File: config.mk
export PLATFORM = sky130hd
export DESIGN_NAME = kalman_meas_feeder
export DESIGN_NICKNAME = d
export VERILOG_FILES = /design/src/rtl/kalman_pkg.sv /design/src/rtl/meas_fifo.sv /design/src/rtl/kalman_meas_feeder.sv
export SDC_FILE = /design/constraint.sdc
export NUM_CORES = 1
export LEC_CHECK = 0
export BUFFER_PORTS_ARGS = -buffer_cell sky130_fd_sc_hd__buf_2
export CAP_MARGIN = 30
export CORE_MARGIN = 2
export CORE_UTILIZATION = 32
export CTS_BUF_LIST = sky130_fd_sc_hd__clkbuf_16
export DETAILED_ROUTE_END_ITERATION = 12
export HOLD_SLACK_MARGIN = 0.12
export PLACE_DENSITY = 0.55
export SLEW_MARGIN = 40
export SYNTH_ARGS = -nofsm -noshare
export SYNTH_HDL_FRONTEND = slang
export SYNTH_SLANG_ARGS = --single-unit
File: constraint.sdc
create_clock -name clk -period 10.85 [get_ports clk]
set_clock_uncertainty 0.2 [all_clocks]
set_input_delay 0.5425 -clock clk [delete_from_list [all_inputs] [get_ports clk]]
set_output_delay 0.5425 -clock clk [all_outputs]
set_load 0.05 [all_outputs]
File: src/rtl/kalman_pkg.sv
// Shared types for the Kalman measurement feeder: default coordinate
// width, feeder FSM state encoding and the three-axis sample record.
package kalman_pkg;

  // Coordinate width used by vec3_t; must match kalman_fsm_3d.
  localparam int KF_DATA_WIDTH = 32;

  typedef enum logic [1:0] {
    ST_IDLE    = 2'd0,
    ST_START   = 2'd1,
    ST_RELEASE = 2'd2,
    ST_OUTPUT  = 2'd3
  } feeder_state_e;

  typedef struct packed {
    logic signed [KF_DATA_WIDTH-1:0] x;
    logic signed [KF_DATA_WIDTH-1:0] y;
    logic signed [KF_DATA_WIDTH-1:0] z;
  } vec3_t;

endpackage

File: src/rtl/meas_fifo.sv
// Synchronous FIFO of measurement records with occupancy output.
// DEPTH must be a power of two (>= 2) so the pointers wrap for free.
module meas_fifo
  import kalman_pkg::*;
#(
  parameter int  DEPTH = 8,
  parameter type T     = vec3_t
) (
  input  logic                   clk,
  input  logic                   rst,
  input  logic                   push_i,
  input  T                       data_i,
  input  logic                   pop_i,
  output T                       data_o,
  output logic                   full_o,
  output logic [$clog2(DEPTH):0] count_o
);

  localparam int AW = $clog2(DEPTH);

  T              mem_q [DEPTH];
  logic [AW-1:0] wr_ptr_q;
  logic [AW-1:0] rd_ptr_q;
  logic [AW:0]   count_q;
  logic          do_push;
  logic          do_pop;

  assign full_o  = (count_q == (AW+1)'(DEPTH));
  assign do_push = push_i && !full_o;
  assign do_pop  = pop_i && (count_q != '0);
  assign data_o  = mem_q[rd_ptr_q];
  assign count_o = count_q;

  // Pointer and occupancy bookkeeping.
  always_ff @(posedge clk or posedge rst) begin
    // NOTE: sequential state uses <= so every register samples pre-edge values.
    if (rst) begin
      wr_ptr_q <= '0;
      rd_ptr_q <= '0;
      count_q  <= '0;
    end else begin
      if (do_push) wr_ptr_q <= wr_ptr_q + AW'(1);
      if (do_pop)  rd_ptr_q <= rd_ptr_q + AW'(1);
      case ({do_push, do_pop})
        2'b10:   count_q <= count_q + (AW+1)'(1);
        2'b01:   count_q <= count_q - (AW+1)'(1);
        default: count_q <= count_q;
      endcase
    end
  end

  // Sample storage.
  always_ff @(posedge clk) begin
    // NOTE: storage is not reset; entries are only read after being written.
    if (do_push) mem_q[wr_ptr_q] <= data_i;
  end

endmodule

File: src/rtl/kalman_meas_feeder.sv
// Valid/ready adapter around kalman_fsm_3d: buffers camera samples,
// replays them one at a time through the start/done handshake and
// presents each filtered state downstream.
// Optional: define OUTLIER_GATE_EN to drop samples that jump more than
// MAX_JUMP from the last filtered state (count in drop_count).
// DATA_WIDTH must equal kalman_pkg::KF_DATA_WIDTH (vec3_t is packed).
module kalman_meas_feeder
  import kalman_pkg::*;
#(
  parameter int DATA_WIDTH     = KF_DATA_WIDTH,
  parameter int FIFO_DEPTH     = 8,
  parameter int TIMEOUT_CYCLES = 64
`ifdef OUTLIER_GATE_EN
  ,
  parameter int MAX_JUMP       = 1000
`endif
) (
  input  logic                          clk,
  input  logic                          rst,
  input  logic                          meas_valid,
  output logic                          meas_ready,
  input  logic signed [DATA_WIDTH-1:0]  meas_x,
  input  logic signed [DATA_WIDTH-1:0]  meas_y,
  input  logic signed [DATA_WIDTH-1:0]  meas_z,
  output logic                          kf_start,
  output logic signed [DATA_WIDTH-1:0]  kf_z_x,
  output logic signed [DATA_WIDTH-1:0]  kf_z_y,
  output logic signed [DATA_WIDTH-1:0]  kf_z_z,
  input  logic                          kf_done,
  input  logic signed [DATA_WIDTH-1:0]  kf_x_x,
  input  logic signed [DATA_WIDTH-1:0]  kf_x_y,
  input  logic signed [DATA_WIDTH-1:0]  kf_x_z,
  output logic                          filt_valid,
  input  logic                          filt_ready,
  output logic signed [DATA_WIDTH-1:0]  filt_x,
  output logic signed [DATA_WIDTH-1:0]  filt_y,
  output logic signed [DATA_WIDTH-1:0]  filt_z,
  output logic [$clog2(FIFO_DEPTH):0]   fifo_count,
  output logic                          timeout_err
`ifdef OUTLIER_GATE_EN
  ,
  output logic [15:0]                   drop_count
`endif
);

  localparam int TMO_W = $clog2(TIMEOUT_CYCLES + 1);

  feeder_state_e    state_q, state_d;
  vec3_t            kf_z_q, kf_z_d;
  vec3_t            filt_q, filt_d;
  logic [TMO_W-1:0] tmo_q, tmo_d;
  logic             err_q, err_d;
  logic             discard_q, discard_d;
  logic             fifo_full;
  logic             fifo_pop;
  vec3_t            fifo_head;
  vec3_t            meas_vec;

`ifdef OUTLIER_GATE_EN
  logic        have_last_q, have_last_d;
  logic [15:0] drop_q, drop_d;
  logic        outlier;

  // True when |a - b| > MAX_JUMP; one extra bit keeps the difference exact.
  function automatic logic jump_exceeds(input logic signed [DATA_WIDTH-1:0] a,
                                        input logic signed [DATA_WIDTH-1:0] b);
    logic [DATA_WIDTH:0] diff;
    logic [DATA_WIDTH:0] mag;
    diff = {a[DATA_WIDTH-1], a} - {b[DATA_WIDTH-1], b};
    mag  = diff[DATA_WIDTH] ? -diff : diff;
    return mag > (DATA_WIDTH+1)'(MAX_JUMP);
  endfunction

  assign outlier = have_last_q &&
                   (jump_exceeds(fifo_head.x, filt_q.x) ||
                    jump_exceeds(fifo_head.y, filt_q.y) ||
                    jump_exceeds(fifo_head.z, filt_q.z));
  assign drop_count = drop_q;
`endif

  assign meas_vec   = '{x: meas_x, y: meas_y, z: meas_z};
  assign meas_ready = !fifo_full;

  meas_fifo #(
    .DEPTH (FIFO_DEPTH),
    .T     (vec3_t)
  ) u_fifo (
    .clk     (clk),
    .rst     (rst),
    .push_i  (meas_valid && meas_ready),
    .data_i  (meas_vec),
    .pop_i   (fifo_pop),
    .data_o  (fifo_head),
    .full_o  (fifo_full),
    .count_o (fifo_count)
  );

  // Next-state logic for the replay sequencer.
  always_comb begin
    // NOTE: every variable gets a default first so no latch is inferred.
    state_d   = state_q;
    kf_z_d    = kf_z_q;
    filt_d    = filt_q;
    tmo_d     = tmo_q;
    err_d     = err_q;
    discard_d = discard_q;
    fifo_pop  = 1'b0;
`ifdef OUTLIER_GATE_EN
    have_last_d = have_last_q;
    drop_d      = drop_q;
`endif
    case (state_q)
      ST_IDLE: begin
        if (fifo_count != '0) begin
          fifo_pop = 1'b1;
`ifdef OUTLIER_GATE_EN
          if (outlier) begin
            drop_d = (drop_q == 16'hFFFF) ? drop_q : drop_q + 16'd1;
          end else begin
            kf_z_d    = fifo_head;
            tmo_d     = '0;
            discard_d = 1'b0;
            state_d   = ST_START;
          end
`else
          kf_z_d    = fifo_head;
          tmo_d     = '0;
          discard_d = 1'b0;
          state_d   = ST_START;
`endif
        end
      end
      ST_START: begin
        tmo_d = tmo_q + TMO_W'(1);
        if (kf_done) begin
          filt_d  = '{x: kf_x_x, y: kf_x_y, z: kf_x_z};
          state_d = ST_RELEASE;
`ifdef OUTLIER_GATE_EN
          have_last_d = 1'b1;
`endif
        end else if (tmo_q == TMO_W'(TIMEOUT_CYCLES - 1)) begin
          err_d     = 1'b1;
          discard_d = 1'b1;
          state_d   = ST_RELEASE;
        end
      end
      ST_RELEASE: begin
        if (!kf_done) state_d = discard_q ? ST_IDLE : ST_OUTPUT;
      end
      ST_OUTPUT: begin
        if (filt_ready) state_d = ST_IDLE;
      end
      default: state_d = ST_IDLE;
    endcase
  end

  // Sequencer registers; reset returns everything to idle at once.
  always_ff @(posedge clk or posedge rst) begin
    if (rst) begin
      state_q   <= ST_IDLE;
      kf_z_q    <= '0;
      filt_q    <= '0;
      tmo_q     <= '0;
      err_q     <= 1'b0;
      discard_q <= 1'b0;
`ifdef OUTLIER_GATE_EN
      have_last_q <= 1'b0;
      drop_q      <= '0;
`endif
    end else begin
      state_q   <= state_d;
      kf_z_q    <= kf_z_d;
      filt_q    <= filt_d;
      tmo_q     <= tmo_d;
      err_q     <= err_d;
      discard_q <= discard_d;
`ifdef OUTLIER_GATE_EN
      have_last_q <= have_last_d;
      drop_q      <= drop_d;
`endif
    end
  end

  assign kf_start    = (state_q == ST_START);
  assign filt_valid  = (state_q == ST_OUTPUT);
  assign kf_z_x      = kf_z_q.x;
  assign kf_z_y      = kf_z_q.y;
  assign kf_z_z      = kf_z_q.z;
  assign filt_x      = filt_q.x;
  assign filt_y      = filt_q.y;
  assign filt_z      = filt_q.z;
  assign timeout_err = err_q;

endmodule

# Word-level counts from Yosys, hierarchy flattened
# Memories as Yosys holds them, arrays and structs flattened. A register that Yosys moved wholly into a read port is not among the register bits.
# Index checks and enable logic that the tools add are counted.
# word_totals
inputBits	197
n_memories	1
output_inout_bits	200
register_bits	117
ramBits	768
# memory_table
name	words	word_bits	read_ports	rd_ports_with_merged_regs	wr	line	source
u_fifo.mem_q	8	96	1	1	1	meas_fifo.sv:21	T mem_q [DEPTH];
# op_classes
n_mux	18
add_sub_neg	5
bitwise	1
n_eq_ne	13
n_reduce_logical	14
# op_table
op	count
$pmux W7 S2	1
$mux W2	6
$pmux W2 S4	1
$pmux W4 S2	1
$reduce_and A4 Y1	2
$add A7 B1 Y7 const B	1
$eq A7 B6 Y1 const B	1
$mux W1	7
$mux W7	1
$add A3 B1 Y3 const B	2
$eq A2 B2 Y1 const B	3
$ne A2 B2 Y1 const B	3
$reduce_and A2 Y1	3
$add A4 B1 Y4 const B	1
$eq A2 B1 Y1 const B	2
$eq A4 B4 Y1 const B	1
$ne A2 B1 Y1 const B	2
$reduce_bool A2 Y1	2
$reduce_bool A4 Y1	1
$sub A4 B1 Y4 const B	1
$logic_and A1 B1 Y1	3
$ne A3 B1 Y1 const B	1
$reduce_and A3 Y1	1
$logic_not A2 Y1	1
other kinds (3)	3

# Longest topological paths before layout
# Gate-level depths: netlist (run 1).
# depth
depth_word	6
mapped_depth	12
ltp_nobuf	10

# Cells and area by module
# Synthesis (run 1) repeated with hierarchy kept, for this count alone.
# hier_totals
cells_unflattened	1844
area_unflattened_um2	37353.3
# modules_own_cells
module	instances	cells_each	area_each_um2	seq_area_each_um2
meas_fifo	1	1177	29458.3	23312.4
kalman_meas_feeder	1	667	7895.1	5079.9

# Worst setup path after synthesis (run 1)
# Ideal clock, no wire load.
# synth_timing
path_type	reg2reg
from	register u_fifo.count_q[1] (netlist: u_fifo.count_o[1])
to	memory u_fifo.mem_q[0][0] in the netlist's numbering (enable)
setup_slack_ns	-0.906
n_path_buf	1
required_time_ns	9.861
arrival_ns	10.767
path_stages_with_launch	6
setup_time_ns	0.789
cell_sequence	dfrtp_1 > buf_2 > nor3_1 > nand2_1 > nand2_1 > nor4_1
# synth_between
elab_chain_len	6
# synth_rtl
item	line	source
from (decl)	meas_fifo.sv:24	logic [AW:0] count_q;
from (signal assigned)	meas_fifo.sv:45	2'b10: count_q <= count_q + (AW+1)'(1);
from (signal assigned)	meas_fifo.sv:46	2'b01: count_q <= count_q - (AW+1)'(1);
from (signal assigned)	meas_fifo.sv:47	default: count_q <= count_q;
$eq A4 B4 Y1 *	meas_fifo.sv:28	assign full_o = (count_q == (AW+1)'(DEPTH));
$logic_not A1 Y1 *	kalman_meas_feeder.sv:82	assign meas_ready = !fifo_full;
via meas_ready	kalman_meas_feeder.sv:21	output logic meas_ready,
$logic_and A1 B1 Y1	kalman_meas_feeder.sv:90	.push_i (meas_valid && meas_ready),
$logic_and A1 B1 Y1 *	meas_fifo.sv:29	assign do_push = push_i && !full_o;
$mux W1 *	meas_fifo.sv:55	if (do_push) mem_q[wr_ptr_q] <= data_i;
$mux W1 (implied by the code) *	meas_fifo.sv:55	
to (decl)	meas_fifo.sv:21	
# Mark *: on every way through the listed nets, which the timed path passes. The rest lies on a longest branch.

==> metrics.txt, run 1 <==
Finish-stage setup viols 0; Die Width 344 um; total track usage 14.8%; Post-layout nets 2590; Num CTS Buffers 102; Post-synth EDFFs 768; full die area 0.118 sq mm; syn avg cell area 21.3 sq um; design area 0.0460 sq mm; Residual DRC 0; Tmin final 3.46 ns; Commonest cells post-synth edfxtp_1, dfrtp_1, mux4_2; Ports 397; Synth Cell Area 0.0370 sq mm; antenna violations before repair 14; setup bufs post-CTS 0; cell taking the most area after synthesis edfxtp_1; VDD IR-drop max 0.166 mV; Setup TNS 0 ns; Bufs on Longest Clock Path 3; Synth cell types 41; Placer Congestion 0.767; Die Height 344 um; total number of vias 18579; Rel. slew slack 44.9%; Tcrit/Tclk final 31.9%; Crit Path Class flip-flop to flip-flop; Synthesis Warnings 0; count leader, synth edfxtp_1; dpl cells 3597; hold crit path type input port to asynchronous set/reset pin; Setup crit end kind flip-flop; required time of the critical path 11.17 ns; startpoint types flip-flop; post-synth top area share 62.3%; pin slew with the least headroom to its limit 0.826 ns; asr flop ratio synth 21.7%; vias per cell 4.66; clock sinks 981; crit-path cells buf_12 > buf_6 > buf_6 > mux4_2 > mux2i_1 > o21ai_1; Finished Layout Cells 3990; worst setup margin 7.39 ns; CP max-delay cell dfrtp_4; total power 0.0134 W; wirelength, routed 88900 um; Core ar. 0.115 sq mm; Cells after Synth 1740; largest net degree at the start of global routing 97; worst-path maximum fanout 72; WP data arrival 3.78 ns; Most used DFF post-synth edfxtp_1; most used cell, CP buf_6; CP max stage delay 0.76 ns; Initial Utilization 32.3%; average routed wire per standard cell 22.3 um; status finished, final reports clean; Port-buffer cells 396; drt initial violations 1062; fraction of layout cells with a size suffix above 1 36.1%; H-tree Lvls 3; vias in the first global route 20105; Overflow after GRT 0; Clock Pin Slew Worst Setup and Hold Paths 0.07 ns; Root Driver clkbuf_16; Max Freq 289 MHz; leak pwr 16.8 nW; flops & latches, synth 981; register area share after synthesis 76.7%; Slew Limit Fails 0; top post-synthesis cells by area edfxtp_1, dfrtp_1, mux4_2; post-place instance area 0.0407 sq mm; DR pass1 iterations 5; CTS tree yes; first-pass GRT wire length 129000 um; worst slack, placed 7.36 ns; PwrDens 291 mW/mm^2; Post-DP HPWL 50400 um; Hold Vio Cnt, Final 0; clock latency on the worst-skew pair 0.67 ns; ANT nets after route 0; Max Cap Viol 0; syn nets 1943; layout overhead on the synthesized area 24.2%; RSZ-0062 raised after global routing no; cell row count 124
-- metal layers --
layer | GRT usage (%) | share of wire (%) | vias to the layer above
met3 | 3.91 | 6.2 | 130
met2 | 25.8 | 50 | 506
met5 | 0 | 0.088 | -
met1 | 18.1 | 42 | 9656
li1 | - | - | 8275
met4 | 3.93 | 2.1 | 12
-- flip-flops by register name, indices dropped and copies added, names as in the netlist --
signal and count:
discard_q 1, filt_x 32, filt_y 32, filt_z 32, kf_z_x 32, kf_z_y 32, kf_z_z 32, state_q 2
timeout_err 1, tmo_q 7, u_fifo.count_o 4, u_fifo.mem_q 768, u_fifo.rd_ptr_q 3, u_fifo.wr_ptr_q 3
-- layout by cell type, fill, tap and decap left out, drive strengths merged, types with 2 or more instances in the layout --
master / count
nor3: 6
edfxtp: 768
buf: 435
o31ai: 2
xor2: 4
xnor2: 6
bufinv: 6
nand4: 2
nand3: 6
clkbuf: 105
nor2: 10
clkinvlp: 3
mux2: 98
a21oi: 3
inv: 32
nor4: 2
ha: 6
dlygate4sd3: 197
nand2b: 6
diode: 4
o21ai: 101
nand2: 112
clkinv: 49
or3: 2
dfrtp: 213
mux4: 192
a211oi: 2
mux2i: 98
-- logic make-up (layout without fill, tap and decap cells) --
family,Yosys count,in the layout,synth area share [%]
buffers and inverters,93,827,1.82
DFF,981,981,76.7
adders and majority gates,6,6,0.203
and+or+nand+nor,150,150,1.75
AOI/OAI and AO/OA,112,112,1.57
xor gates and xnor gates,10,10,0.237
other,0,4,0
muxes,388,388,17.7
-- cell type report --
cell class,count,area [sq um]
repair buffers,632,4370
clock inverters,86,616
multi-input cells,666,8010
inverters,4,23.8
well taps,1512,1890
fillers,10247,68500
flip-flops and latches,981,28400
clock buffers,105,2630
diodes,4,10.0
-- where the power goes --
part	switching [W]	internal [W]	leakage, nW
combinational	0.00303	0.00168	5.56
sequential	0.000424	0.00491	9.55
clock	0.00145	0.00190	1.69
-- per-stage QoR --
| stage | hold slack, ns | utilization [%] |
|---|---|---|
| final | 0.280 | 40.1 |
| after global routing | 0.290 | 40.1 |
| after CTS | 0.260 | 40.1 |
| after detailed placement | 0.274 | 35.6 |
| after global placement | 0.254 | 35.5 |
| after floorplan | 0.270 | - |
-- critical path, delay by kind of cell (launching register included) --
| kind | cells | cell delay, ns |
|---|---|---|
| AO/OA/AOI/OAI | 1 | 0.07 |
| buffers and inverters | 3 | 1.56 |
| flip-flops | 1 | 0.76 |
| multiplexers | 2 | 0.56 |
-- repair_timing --
item / 4_1_cts / 5_1_grt
setup endpoints to repair: 0 / 0
resized for setup: 0 / 0
hold buffers: 197 / 0
endpoints found under the hold margin: 925 / 0
-- path summary, 6_finish.rpt --
| check | from | to | slack (ns) | cells after the start |
|---|---|---|---|---|
| worst max-delay path | u_fifo.rd_ptr_q[2] | kf_z_x[31] | 7.39 | 6 |
| worst min register to register | kf_z_x[10] | kf_z_x[10] | 0.28 | 2 |
| worst min-delay path | rst | kf_z_y[6] | 0.28 | 3 |
| max in group asynchronous | rst | u_fifo.rd_ptr_q[1] | 9.03 | 4 |
| worst max register to register | u_fifo.rd_ptr_q[2] | kf_z_x[31] | 7.39 | 6 |
| min in group clk | kf_z_x[10] | kf_z_x[10] | 0.28 | 2 |
No activity file was read; power rests on OpenSTA's default activity.
==> run 2: changes to the inputs <==
==> constraint.sdc (replaced) <==
create_clock -name clk -period 3.1 [get_ports clk]
set_clock_uncertainty 0.2 [all_clocks]
set_input_delay 0.155 -clock clk [delete_from_list [all_inputs] [get_ports clk]]
set_output_delay 0.155 -clock clk [all_outputs]
set_load 0.05 [all_outputs]
==> metrics.txt, run 2 (synthesis results as in run 1) <==
RSZ-0062 raised after global routing no; hold crit path type input port to flip-flop; Placer Congestion 0.741 (-3.4%); first-pass GRT wire length 131000 um (+1.5%); PwrDens 988 mW/mm^2 (+240%); Clock Pin Slew Worst Setup and Hold Paths 0.06 ns (about the same); Die Height 344 um (unchanged); Die Width 344 um (unchanged); post-place instance area 0.0412 sq mm (+1.2%); H-tree Lvls 3 (unchanged); max reg flops 768 (unchanged); Worst Hold Depth 2; Slew Limit Fails 0 (unchanged); Hold Vio Cnt, Final 0 (unchanged); Rel. slew slack 59.6% (+15 points); vias per cell 4.60 (-1.1%); Ports 397 (unchanged); Root Driver clkbuf_16; Crit Path Class flip-flop to flip-flop; design area 0.0486 sq mm (+5.8%); drt initial violations 1053 (-0.85%); DR pass1 iterations 8 (+3); cell row count 124 (unchanged); pin slew with the least headroom to its limit 0.606 ns (-0.220 ns); Tmin final 2.61 ns (-0.845 ns); fraction of layout cells with a size suffix above 1 34.2% (-1.9 points); Post-layout nets 2819 (+8.8%); WP data arrival 2.97 ns (-0.81 ns); required time of the critical path 3.45 ns (-7.72 ns); Max Freq 383 MHz (+32%); worst-path maximum fanout 7 (-90%); Initial Utilization 32.3% (unchanged); Overflow after GRT 0 (unchanged); total power 0.0480 W (+260%); total number of vias 19415 (+4.5%); register bank with the most flops u_fifo.mem_q; VDD IR-drop max 0.616 mV (+270%); worst setup margin 0.487 ns (-6.91 ns); status finished, final reports clean; average routed wire per standard cell 20.9 um (-6.0%); clock latency on the worst-skew pair 0.68 ns (about the same); clock sinks 981 (unchanged); largest net degree at the start of global routing 106 (+9.3%); CTS tree yes; antenna violations before repair 9 (-5); Residual DRC 0 (unchanged); most frequent cells in the layout edfxtp_1, dlygate4sd3_1, buf_2; Tcrit/Tclk final 84.3% (+52 points); ANT nets after route 0 (unchanged); wirelength, routed 88300 um (-0.63%); Core ar. 0.115 sq mm (unchanged); vias in the first global route 21356 (+6.2%); layout overhead on the synthesized area 31.4%; Bufs on Longest Clock Path 3 (unchanged); Num CTS Buffers 103 (+0.98%); leak pwr 17.9 nW (+6.5%); commonest non-fill, non-tap cell in the layout edfxtp_1; total track usage 14.8% (+0.031 points); Setup TNS 0 ns (unchanged); FF-to-FF path depth 10 (+4); Post-DP HPWL 47800 um (-5.1%); startpoint types flip-flop; Port-buffer cells 396 (unchanged); Max Cap Viol 0 (unchanged); Finish-stage setup viols 0 (unchanged); full die area 0.118 sq mm (unchanged); worst slack, placed 0.514 ns (-6.85 ns); Setup crit end kind flip-flop
run 2: power breakdown:
group | leakage, nW | switching, W | internal, W
Sequential | 9.55 | 0.00134 | 0.0172
Clock | 1.72 | 0.00507 | 0.00708
Combinational | 6.62 | 0.0108 | 0.00651
Total | 17.9 | 0.0172 | 0.0308
run 2: worst paths after layout:
kind / startpoint / end / slack (ns)
min in group asynchronous: rst / filt_x[24] / 0.50
min reg2reg: timeout_err / timeout_err / 0.27
min: meas_y[19] / u_fifo.mem_q[1][51] / 0.16
max in group asynchronous: rst / filt_y[27] / 1.21
max reg2reg: u_fifo.count_o[0] / u_fifo.count_o[2] / 0.49
max: u_fifo.count_o[0] / u_fifo.count_o[2] / 0.49
run 2: area by class of cell:
class                      instances  area [sq um]
antenna                            5          12.5
clock buffer                     107          2680
clock inverter                    82           678
fill                            9951         65900
inverter                           4          20.0
multi-input combinational        666          8070
sequential                       981         28400
tap                             1512          1890
timing repair buffer             860          6870
run 2: metrics by stage:
stage | instances | hold WS, ns | util (%)
floorplan | 1740 | 0.0451 | -
global placement | 3615 | 0.0244 | 36.0
detailed placement | 3615 | 0.0171 | 36.0
CTS | 4212 | 0.125 | 42.5
global route | 4216 | 0.156 | 42.5
finish | 4217 | 0.156 | 42.5
run 2: worst max-delay path: stages, from the launching register on:
cell and delay [ns]:
dfrtp_2 0.46, nor4_2 0.32, or3_4 0.21, inv_1 0.10, ha_1 0.28, xor2_1 0.16, ha_1 0.19, a21oi_1 0.15
xor2_1 0.18, nor2_1 0.08, xor2_1 0.14
run 2: repair_timing:
action / CTS / global route
hold buffers: 408 / 0
buffers inserted: 0 / 0
gates resized for setup: 0 / 0
endpoints found under the hold margin: 1418 / 0
run 2: metal layers:
metal	up-vias	routed length, um	GRT usage (%)
met4	10	2030	4.05
met1	10052	36700	17.8
li1	8755	-	-
met2	451	45000	26.5
met3	147	4530	3.44
met5	-	46	0
